===== config.mk =====
export PLATFORM = sky130hd
export DESIGN_NAME = mealy_seq_detector
export DESIGN_NICKNAME = d
export VERILOG_FILES = /design/src/rtl/mealy_seq_pkg.sv /design/src/rtl/seq_kmp_next.sv /design/src/rtl/mealy_seq_detector.sv
export SDC_FILE = /design/constraint.sdc
export NUM_CORES = 1
export LEC_CHECK = 0
export CELL_PAD_IN_SITES_DETAIL_PLACEMENT = 0
export CELL_PAD_IN_SITES_GLOBAL_PLACEMENT = 1
export CORE_MARGIN = 10
export CORE_UTILIZATION = 30
export DETAILED_ROUTE_END_ITERATION = 7
export HOLD_SLACK_MARGIN = 0.06
export PLACE_DENSITY_LB_ADDON = 0.1
export SETUP_SLACK_MARGIN = 0.1
export SLEW_MARGIN = 10
export SYNTH_ARGS = -nofsm -noshare
export SYNTH_HDL_FRONTEND = slang
export SYNTH_SLANG_ARGS = --single-unit

===== constraint.sdc =====
create_clock -name clk -period 4.3 [get_ports clk]
set_input_delay 0.645 -clock clk [delete_from_list [all_inputs] [get_ports clk]]
set_output_delay 0.645 -clock clk [all_outputs]
set_load 0.1 [all_outputs]

===== src/rtl/mealy_seq_pkg.sv =====
// Shared constants and elaboration-time helpers for the parametrised Mealy sequence detector.
// All functions are evaluated on parameters only; nothing here becomes runtime logic.
package mealy_seq_pkg;

    localparam logic [31:0] IDLE_ONES = '1;

    function automatic int unsigned state_w(int unsigned pat_w);
        return $clog2(pat_w + 1);
    endfunction

    function automatic logic pat_bit(logic [15:0] pattern, int unsigned idx);
        logic [15:0] sh;
        sh = pattern >> idx;
        return sh[0];
    endfunction

    // Longest proper border; prefix bit i is pattern[pat_w-1-i].
    function automatic int unsigned border(logic [15:0] pattern, int unsigned pat_w);
        int unsigned best;
        logic        ok;
        best = 0;
        for (int unsigned b = 1; b < 16; b++) begin
            if (b < pat_w) begin
                ok = 1'b1;
                for (int unsigned i = 0; i < 16; i++) begin
                    if (i < b && pat_bit(pattern, pat_w - 1 - i) != pat_bit(pattern, b - 1 - i))
                        ok = 1'b0;
                end
                if (ok) best = b;
            end
        end
        return best;
    endfunction

    // Matched length after appending bit b to a matched prefix of length k.
    function automatic int unsigned kmp_next(int unsigned k, logic b, logic [15:0] pattern,
                                             int unsigned pat_w);
        int unsigned best;
        int unsigned m;
        logic        ok;
        logic        sb;
        best = 0;
        for (int unsigned j = 1; j <= 16; j++) begin
            if (j <= k + 1) begin
                ok = 1'b1;
                for (int unsigned i = 0; i < 16; i++) begin
                    if (i < j) begin
                        m  = k + 1 - j + i;
                        sb = (m < k) ? pat_bit(pattern, pat_w - 1 - m) : b;
                        if (sb != pat_bit(pattern, pat_w - 1 - i)) ok = 1'b0;
                    end
                end
                if (ok) best = j;
            end
        end
        return best;
    endfunction

endpackage


===== src/rtl/seq_kmp_next.sv =====
// Combinational next-state and hit logic for the sequence detector.
// Transition tables are folded from PATTERN at elaboration.
module seq_kmp_next
    import mealy_seq_pkg::*;
#(
    parameter int unsigned       PAT_W   = 4,
    parameter logic [PAT_W-1:0]  PATTERN = 4'b1011,
    parameter bit                OVERLAP = 1'b1,
    parameter int unsigned       SW      = 3
) (
    input  logic [SW-1:0] state,
    input  logic          din_valid,
    input  logic          din,
    output logic [SW-1:0] nstate,
    output logic          hit
);

    localparam logic [15:0]   PAT16    = 16'(PATTERN);
    localparam logic [SW-1:0] ST_IDLE  = IDLE_ONES[SW-1:0];
    localparam int unsigned   RESUME   = OVERLAP ? border(PAT16, PAT_W) : 0;
    localparam logic          LAST_BIT = PATTERN[0];

    logic [SW-1:0] nxt0 [PAT_W];
    logic [SW-1:0] nxt1 [PAT_W];

    // The completing transition of the last state resumes from the border (or zero).
    for (genvar k = 0; k < int'(PAT_W); k++) begin : g_tab
        localparam bit          IS_LAST = (k == int'(PAT_W) - 1);
        localparam int unsigned N0 = (IS_LAST && LAST_BIT == 1'b0) ? RESUME
                                     : kmp_next(k, 1'b0, PAT16, PAT_W);
        localparam int unsigned N1 = (IS_LAST && LAST_BIT == 1'b1) ? RESUME
                                     : kmp_next(k, 1'b1, PAT16, PAT_W);
        assign nxt0[k] = SW'(N0);
        assign nxt1[k] = SW'(N1);
    end

    always_comb begin
        nstate = '0;
        hit    = 1'b0;
        if (state != ST_IDLE) begin
            for (int unsigned k = 0; k < PAT_W; k++) begin
                if (state == SW'(k)) begin
                    if (!din_valid) begin
                        nstate = state;
                    end else begin
                        nstate = din ? nxt1[k] : nxt0[k];
                        hit    = (k == PAT_W - 1) && (din == LAST_BIT);
                    end
                end
            end
        end
    end

endmodule


===== src/rtl/mealy_seq_detector.sv =====
// Parametrised Mealy serial-pattern detector with saturating match counter.
// Define REG_OUT_EN to register dout (asserted the cycle after the final matching bit).
module mealy_seq_detector
    import mealy_seq_pkg::*;
#(
    parameter int unsigned      PAT_W   = 4,
    parameter logic [PAT_W-1:0] PATTERN = 4'b1011,
    parameter bit               OVERLAP = 1'b1,
    parameter int unsigned      CNT_W   = 8
) (
    input  logic                         clk,
    input  logic                         rst,
    input  logic                         clr,
    input  logic                         din_valid,
    input  logic                         din,
    output logic                         dout,
    output logic [CNT_W-1:0]             match_cnt,
    output logic [$clog2(PAT_W+1)-1:0]   state_o
);

    localparam int unsigned   SW      = state_w(PAT_W);
    localparam logic [SW-1:0] ST_IDLE = IDLE_ONES[SW-1:0];

    logic [SW-1:0]    state_q, state_d, nstate;
    logic             hit;
    logic [CNT_W-1:0] cnt_q, cnt_d;

    seq_kmp_next #(
        .PAT_W   (PAT_W),
        .PATTERN (PATTERN),
        .OVERLAP (OVERLAP),
        .SW      (SW)
    ) u_next (
        .state     (state_q),
        .din_valid (din_valid),
        .din       (din),
        .nstate    (nstate),
        .hit       (hit)
    );

    always_comb begin
        state_d = clr ? ST_IDLE : nstate;
        cnt_d   = cnt_q;
        if (clr) begin
            cnt_d = '0;
        end else if (hit && cnt_q != '1) begin
            cnt_d = cnt_q + 1'b1;
        end
    end

    always_ff @(posedge clk or posedge rst) begin
        if (rst) begin
            state_q <= ST_IDLE;
            cnt_q   <= '0;
        end else begin
            state_q <= state_d;
            cnt_q   <= cnt_d;
        end
    end

`ifdef REG_OUT_EN
    logic dout_q;

    always_ff @(posedge clk or posedge rst) begin
        if (rst) begin
            dout_q <= 1'b0;
        end else begin
            dout_q <= clr ? 1'b0 : hit;
        end
    end

    assign dout = dout_q;
`else
    assign dout = hit;
`endif

    assign match_cnt = cnt_q;
    assign state_o   = state_q;

endmodule


# After elaboration in Yosys (flattened, before gate mapping)
# Index checks and enable logic that the tools add are counted.
# totals
reg_bits	11
inputBits	5
elab_cells	31
# classes
addsub	1
n_eq_ne	7
n_mux	17
n_reduce_logical	4
# op_table
cell	count
3-bit 2-to-1 mux	9
8-bit 2-to-1 mux	2
8-bit by 1-bit adder with 8-bit output (second input constant)	1
8-bit != test (second input constant)	1
3-bit by 2-bit == test with 1-bit output (second input constant)	2
6-bit != test (second input constant)	1
5-bit != test (second input constant)	1
1-bit 2-to-1 mux	4
2-bit 2-to-1 mux	2
3-bit by 1-bit == test with 1-bit output (second input constant)	1
3-bit zero test	1
3-bit != test (second input constant)	1
2-bit AND reduction	1
2-bit nonzero test	1
1-bit logical AND	1

# Depth between registers and ports, before layout
# Gate-level depths: netlist of run 1.
# depth
word_depth	8
depth_mapped	5
depth_no_buf	5

# Hierarchy
# Synthesis of run 1 repeated with hierarchy kept, for this count alone.
# hier_totals
cells_unflattened	65
area_unflattened_um2	613.1
# by_module_without_submodules
mod	instances	cells_each	area_per_inst_um2	seq_area_each_um2
mealy_seq_detector	1	53	549.3	279.0
seq_kmp_next	1	12	63.8	0.0

# Least setup slack after synthesis of run 1
# OpenSTA, ideal clock, no wires.
# synth_timing
path_type	register -> output
start	register state_q[0], in the netlist state_o[0]
end	output port dout
arrival_time_ps	1990
path_slack_ps	1665
stages_incl_launch_ff	3
path_buffers	0
cell_sequence	dfstp_2 > and4b_2 > and2_1
# synth_via
elab_chain_cells	3
word_cells_on_any_way	4
classes_between	eq/ne (2); mux (2)
# synth_rtl
element	line_no	text
start: declaration	mealy_seq_detector.sv:24	logic [SW-1:0] state_q, state_d, nstate;
start signal: assignment	mealy_seq_detector.sv:56	state_q <= state_d;
3-bit by 2-bit == test with 1-bit output	seq_kmp_next.sv:42	if (state == SW'(k)) begin
1-bit 2-to-1 mux	seq_kmp_next.sv:42	
1-bit 2-to-1 mux (*)	seq_kmp_next.sv:40	if (state != ST_IDLE) begin
end: declaration	mealy_seq_detector.sv:16	output logic dout,
# Every way passes the cells marked *; elsewhere a longest branch is shown, timed or not.

# Worst setup path after layout of run 1
# layout_timing
start	register state_q[1], in the netlist state_o[1]
end	output port state_o[1]
# layout_rtl
element	line_no	text
end: declaration	mealy_seq_detector.sv:18	output logic [$clog2(PAT_W+1)-1:0] state_o
# No word-level cell between the ends.

==> results of run 1 <==
-- routing by layer --
| layer | GRT usage [%] | wire, µm | vias to the layer above |
|---|---|---|---|
| met2 | 11.34 | 671 | 7 |
| met5 | 0 | 0 | - |
| met4 | 4.011 | 17 | 0 |
| li1 | - | - | 259 |
| met3 | 4.068 | 96 | 2 |
| met1 | 8.366 | 684 | 240 |
-- worst max-delay path by stage --
stage                from    endpoint  slack (ps)  depth (start not counted)
3_3_place_gp    din_valid        dout        1760                          4
4_1_cts        state_o[1]  state_o[1]        1630                          1
2_1_floorplan  state_o[0]        dout        1670                          2
6_report       state_o[1]  state_o[1]        1660                          1
5_1_grt        state_o[1]  state_o[1]        1590                          1
3_5_place_dp    din_valid        dout        1730                          4
-- cells in the final DEF, fill, tap and decap left out, types with 3 or more instances in the layout --
cell type / instances
a21oi_1: 6
nor2_1: 4
mux2i_1: 3
dfstp_2: 3
inv_1: 3
dfrtp_1: 8
clkbuf_4: 3
clkdlybuf4s50_1: 15
-- synth_stat cells (2+ instances only) --
cell type / instances / area share [%]
a21oi_1: 6 / 4.9
clkbuf_1: 2 / 1.2
dfrtp_1: 8 / 33
dfstp_2: 3 / 13
inv_1: 3 / 1.8
and2_1: 2 / 2.0
mux2i_1: 3 / 4.9
nor3_1: 2 / 1.6
nand3_2: 2 / 3.3
nand2_1: 2 / 1.2
nor2b_1: 2 / 2.0
nand3_1: 2 / 1.6
nor2_1: 4 / 2.4
o21bai_1: 2 / 2.4
nand4_1: 2 / 2.0
mux2_4: 2 / 4.9
-- cell type report --
cell class | count | area share [%]
inverter | 3 | 1.368
clock buffer | 4 | 3.191
tap | 27 | 4.103
sequential | 11 | 33.89
multi-input combinational | 44 | 38.30
timing repair buffer | 16 | 19.15
-- through the flow --
step                      power, mW  worst slack, ps  instance area (µm²)  hold WS (ps)  utilization, %
after floorplan              0.1389             1665                613.1         495.3               -
final                        0.2190             1660                823.3         548.7           41.96
after detailed placement     0.1505             1729                797.0         535.4           40.63
after global routing         0.2291             1585                823.3         566.9           41.96
after global placement       0.1503             1758                797.0         529.2           40.63
after CTS                    0.2238             1634                823.3         554.6           41.96
-- flip-flops by register name (all words and copies together), names as in the netlist --
register   flops
match_cnt      8
state_o        3
-- cells by family (layout without fill, tap and decap cells) --
logic type / Yosys count / after routing
and+or+nand+nor: 25 / 25
AOI/OAI and AO/OA: 12 / 12
DFF: 11 / 11
muxes: 5 / 5
buffers and inverters: 5 / 23
adders and majority gates: 1 / 1
xor gates and xnor gates: 1 / 1
-- power by group through the flow --
stage               logic [mW]  clock network (mW)  registers, mW
floorplan               0.0102                   0          0.129
global placement        0.0383                   0          0.112
detailed placement      0.0385                   0          0.112
CTS                     0.0385              0.0752          0.110
global route            0.0402              0.0783          0.111
finish                  0.0379              0.0711          0.110
==> impl_results.md, run 1 <==
- Status: finished clean
- Ports: 17
- Vias in the first global route: 524
- Footprint of the multi-input gates: 315.3 µm²
- Crit Path Max Fanout: 7
- Mapped Area: 613.1 µm²
- Unrepaired setup endpoints after global routing: false
- Fin. Hold Viols: 0
- HPWL Detailed: 1.135 mm
- Simple-gate share of the synthesized area: 26.53%
- Via Count: 508
- # setup viols final: 0
- Synth warn: 0
- # H-tree levels: 1
- Post-Syn Nets: 66
- Post-synth EDFFs: 0
- Fin Setup TNS: 0 ps
- Reg2reg start: state_o[0]
- CTS resizes: 0
- Area delta synth->final: 34.29%
- Largest net degree at the start of global routing: 14
- Critical path type: register to output pin
- Worst reg-to-reg setup slack: 2690 ps
- CTS tree: built
- Xor/xnor cell area share of the yosys netlist: 1.429%
- P_sw: 65.38 µW
- Clock Path Buffers: 2
- WP data arrival: 2000 ps
- Placed cell count: 101
- Die height: 65.21 µm
- Nets@finish: 85
- CTS sink cnt: 11
- RR Endpoint: match_cnt[7]
- Leakage: 0.3461 nW
- Distinct cell type count of the synthesized netlist: 29
- Vias per cell: 4.838
- Adder-Cell Fraction of Synth Area: 2.041%
- Initial DRC count: 9
- WL/cell: 13.99 µm
- Crit. End Element: output pin
- Critical path cell sequence: clkdlybuf4s50_1
- GRT Util Overall: 7.538%
- PwrDens: 266.1 nW/µm²
- Row cnt: 16
- Later-pin clock latency in the skew report: 260 ps
- Count of input and output buffers: 16
- Max Cap Viol: 0
- Achievable frequency: 378.8 MHz
- Gr ovfl total: 0
- Minimum clock period: 2640 ps
- Final cell count without fillers: 105
- CTS Hold Bufs: 0
- Post-route ant nets: 0
- Mux share of post-synthesis cell area: 9.796%
- Largest family of logic cells by synthesized area: simple AND/OR/NAND/NOR gates
- Crit-path max cell delay: 1150 ps
- Critical path buffer and inverter count: 1
- # DRC: 0
- CTS Root Cell: clkbuf_4
- Critical path's slowest cell: clkdlybuf4s50_1
- Num CTS Buffers: 3
- Final worst path period share: 61.40%
- Cells after Synth: 60
- Post-CTS Setup Bufs: 0
- First-pass GRT wire length: 2.477 mm
- Path depth of the worst reg2reg path: 4
- Clk pwr share: 32.5%
- Hold Startpoint: state_o[2]
- Storage element area: 279.0 µm²
- Worst min path class: register to register
- Antenna violations before repair: 0
- Antenna cells: 0
- Worst path top cell family by delay: buffers and inverters
- Compound-cell area share of the yosys netlist: 11.63%
- Slew HR: 34.84%
- Sw Ratio: 29.85%
- Fill count: 221
- Clock Pin Slew Worst Setup and Hold Paths: 70 ps
- Pre-Repair DR Iteration Count: 2
- #FFs+latches synth: 11
- Final Skew: 3.668 ps
- Combinational Power Share: 17.3%
- Power share of the sequential group: 50.2%
- CP startpoint kind: register
- Placer congestion estimate: 0.6973
- Worst hold path cell count: 1
- Die X: 65.21 µm
- Top_reg_cell synth: dfrtp_1
- Avg Inst Size Synth: 10.22 µm²
- Seq/Total Area, Yosys: 45.51%
- Internal power: 153.7 µW
- Drt total wl: 1.469 mm
- Initial Util: 31.25%
- Share of layout cells above drive strength 1: 17.95%
- Worst-Margin Slew: 974.3 ps
- Req. time, crit path: 3650 ps
- Async S/R FF share, synth: 100.0%
- Hold Path End: state_o[0]
- VDD IR max: 0.0001489 V
- Core area: 1962 µm²
- Die area: 4252 µm²
- Final Max Tran Viols: 0
(Power assumes the default switching activity.)
==> run 2, diff against run 1 <==
- clock period: 4.3 -> 2.6 ns (I/O delays scaled with it)
==> run 2 against run 1 <==
Compared with the run above: utilization decreased by 0.77 points; first-iteration DRC count unchanged; clock power increased by 62%; critical endpoint is now dout.
==> impl_results.md, run 2 (synthesized netlist as in run 1, its figures left out) <==
- Status: finished clean
- # H-tree levels: 1 (unchanged)
- Critical path's slowest cell: clkdlybuf4s50_1
- Final instance area: 808.3 µm² (-1.8%)
- Clock Path Buffers: 2 (unchanged)
- Placer congestion estimate: 0.7033 (+0.86%)
- Final Max Tran Viols: 0 (unchanged)
- Pre-Repair DR Iteration Count: 4 (+2)
- Setup ws final: 608.3 ps (-1052 ps)
- Vias per cell: 4.857 (+0.39%)
- Final cell count without fillers: 105 (unchanged)
- Slew HR: 68.36% (+34 points)
- Fin Setup TNS: 0 ps (unchanged)
- First-pass GRT wire length: 2.359 mm (-4.8%)
- CTS Root Cell: clkbuf_4
- Critical path type: input port to output pin
- HPWL Detailed: 1.104 mm (-2.7%)
- CTS Hold Bufs: 0 (unchanged)
- CTS resizes: 0 (unchanged)
- WP data arrival: 1600 ps (-400 ps)
- Leakage: 0.3674 nW (+6.2%)
- Initial DRC count: 9 (unchanged)
- Core area: 1962 µm² (unchanged)
- Fill count: 215 (-2.7%)
- Num CTS Buffers: 3 (unchanged)
- Largest net degree at the start of global routing: 14 (unchanged)
- Unrepaired setup endpoints after global routing: false
- Initial Util: 31.25% (unchanged)
- Gr ovfl total: 0 (unchanged)
- Req. time, crit path: 2210 ps (-1440 ps)
- Count of input and output buffers: 16 (unchanged)
- Tot Pwr: 360.0 µW (+64%)
- Setup WS pre-CTS: 613.6 ps (-1115 ps)
- Ports: 17 (unchanged)
- Crit-path max cell delay: 520 ps (-630 ps)
- Crit Path Max Fanout: 5 (-2)
- CTS sink cnt: 11 (unchanged)
- Drt total wl: 1.459 mm (-0.68%)
- CP startpoint kind: input port
- Die height: 65.21 µm (unchanged)
- Critical path cell sequence: clkdlybuf4s50_1 -> and4b_2 -> and2_1 -> buf_12
- CTS tree: built
- WL/cell: 13.90 µm (-0.68%)
- Clock Pin Slew Worst Setup and Hold Paths: 70 ps (about the same)
- PwrDens: 445.4 nW/µm² (+67%)
- Minimum clock period: 1992 ps
- Post-route ant nets: 0 (unchanged)
- Later-pin clock latency in the skew report: 270 ps (about the same)
- Hold slack: 422.4 ps (-126.3 ps)
- Nets@finish: 85 (unchanged)
- Area after DPL: 782.0 µm² (-1.9%)
- Die area: 4252 µm² (unchanged)
- Most common cell after layout, fill and taps aside: buf_4
- GRT Util Overall: 7.323% (-0.22 points)
- Finished Core Util: 41.20% (-0.77 points)
- Final Skew: 3.484 ps (-0.1843 ps)
- Commonest non-fill, non-tap cells in the layout: 11 x buf_4, 8 x dfrtp_1, 6 x a21oi_1
- Storage element area: 279.0 µm² (unchanged)
- Antenna cells: 0 (unchanged)
- Max Cap Viol: 0 (unchanged)
- # setup viols final: 0 (unchanged)
- Die X: 65.21 µm (unchanged)
- VDD IR max: 0.0002483 V (+67%)
- # DRC: 0 (unchanged)
- Via Count: 510 (+0.39%)
- Share of layout cells above drive strength 1: 32.05% (+14 points)
- Row cnt: 16 (unchanged)
- Antenna violations before repair: 0 (unchanged)
- Max reg flops: 8 (unchanged)
- Worst-Margin Slew: 473.1 ps (-501.2 ps)
- Post-CTS Setup Bufs: 0 (unchanged)
- Placed cell count: 101 (unchanged)
- Worst min path class: input port to asynchronous set/reset pin
- Vias in the first global route: 484 (-7.6%)
- Crit. End Element: output pin
- Final worst path period share: 76.61%
- Achievable frequency: 502.1 MHz
- Fin. Hold Viols: 0 (unchanged)
- Footprint of the multi-input gates: 315.3 µm² (unchanged)
- Area delta synth->final: 31.84%
run 2: cell count changes in the layout (fill, tap and decap cells not counted), sizes merged:
cell / change
buf: +11
clkdlybuf4s50: -11
run 2: area by class of cell:
type                       instances  area share [%]
clock buffer                       4           3.251
timing repair buffer              16           17.65
sequential                        11           34.52
tap                               27           4.180
multi-input combinational         44           39.01
inverter                           3           1.393
run 2: routing by layer:
layer,up-vias,wire (µm),global-route usage [%]
met2,12,647,10.49
met4,0,39,4.813
met3,5,88,3.559
met1,238,684,8.438
li1,255,-,-
met5,-,0,0
run 2: worst paths after layout:
check | startpoint | endpoint | slack [ps] | cells past startpoint
worst max-delay path | din_valid | dout | 610 | 4
worst min-delay path | rst | match_cnt[3] | 420 | 2
worst max register to register | state_o[0] | match_cnt[5] | 1010 | 4
worst min register to register | state_o[2] | state_o[1] | 550 | 1
max in group asynchronous | rst | state_o[0] | 1850 | 2
min in group clk | state_o[2] | state_o[1] | 550 | 1
run 2: power breakdown:
group          leakage, nW  internal [mW]  switching (mW)
registers            0.143          0.177         0.00499
clock network       0.0150         0.0594          0.0556
logic                0.209         0.0172          0.0453
run 2: worst max-delay path, delay by kind of cell:
family	cells	cell delay, ps
buffers and inverters	2	710
and+or+nand+nor	2	500
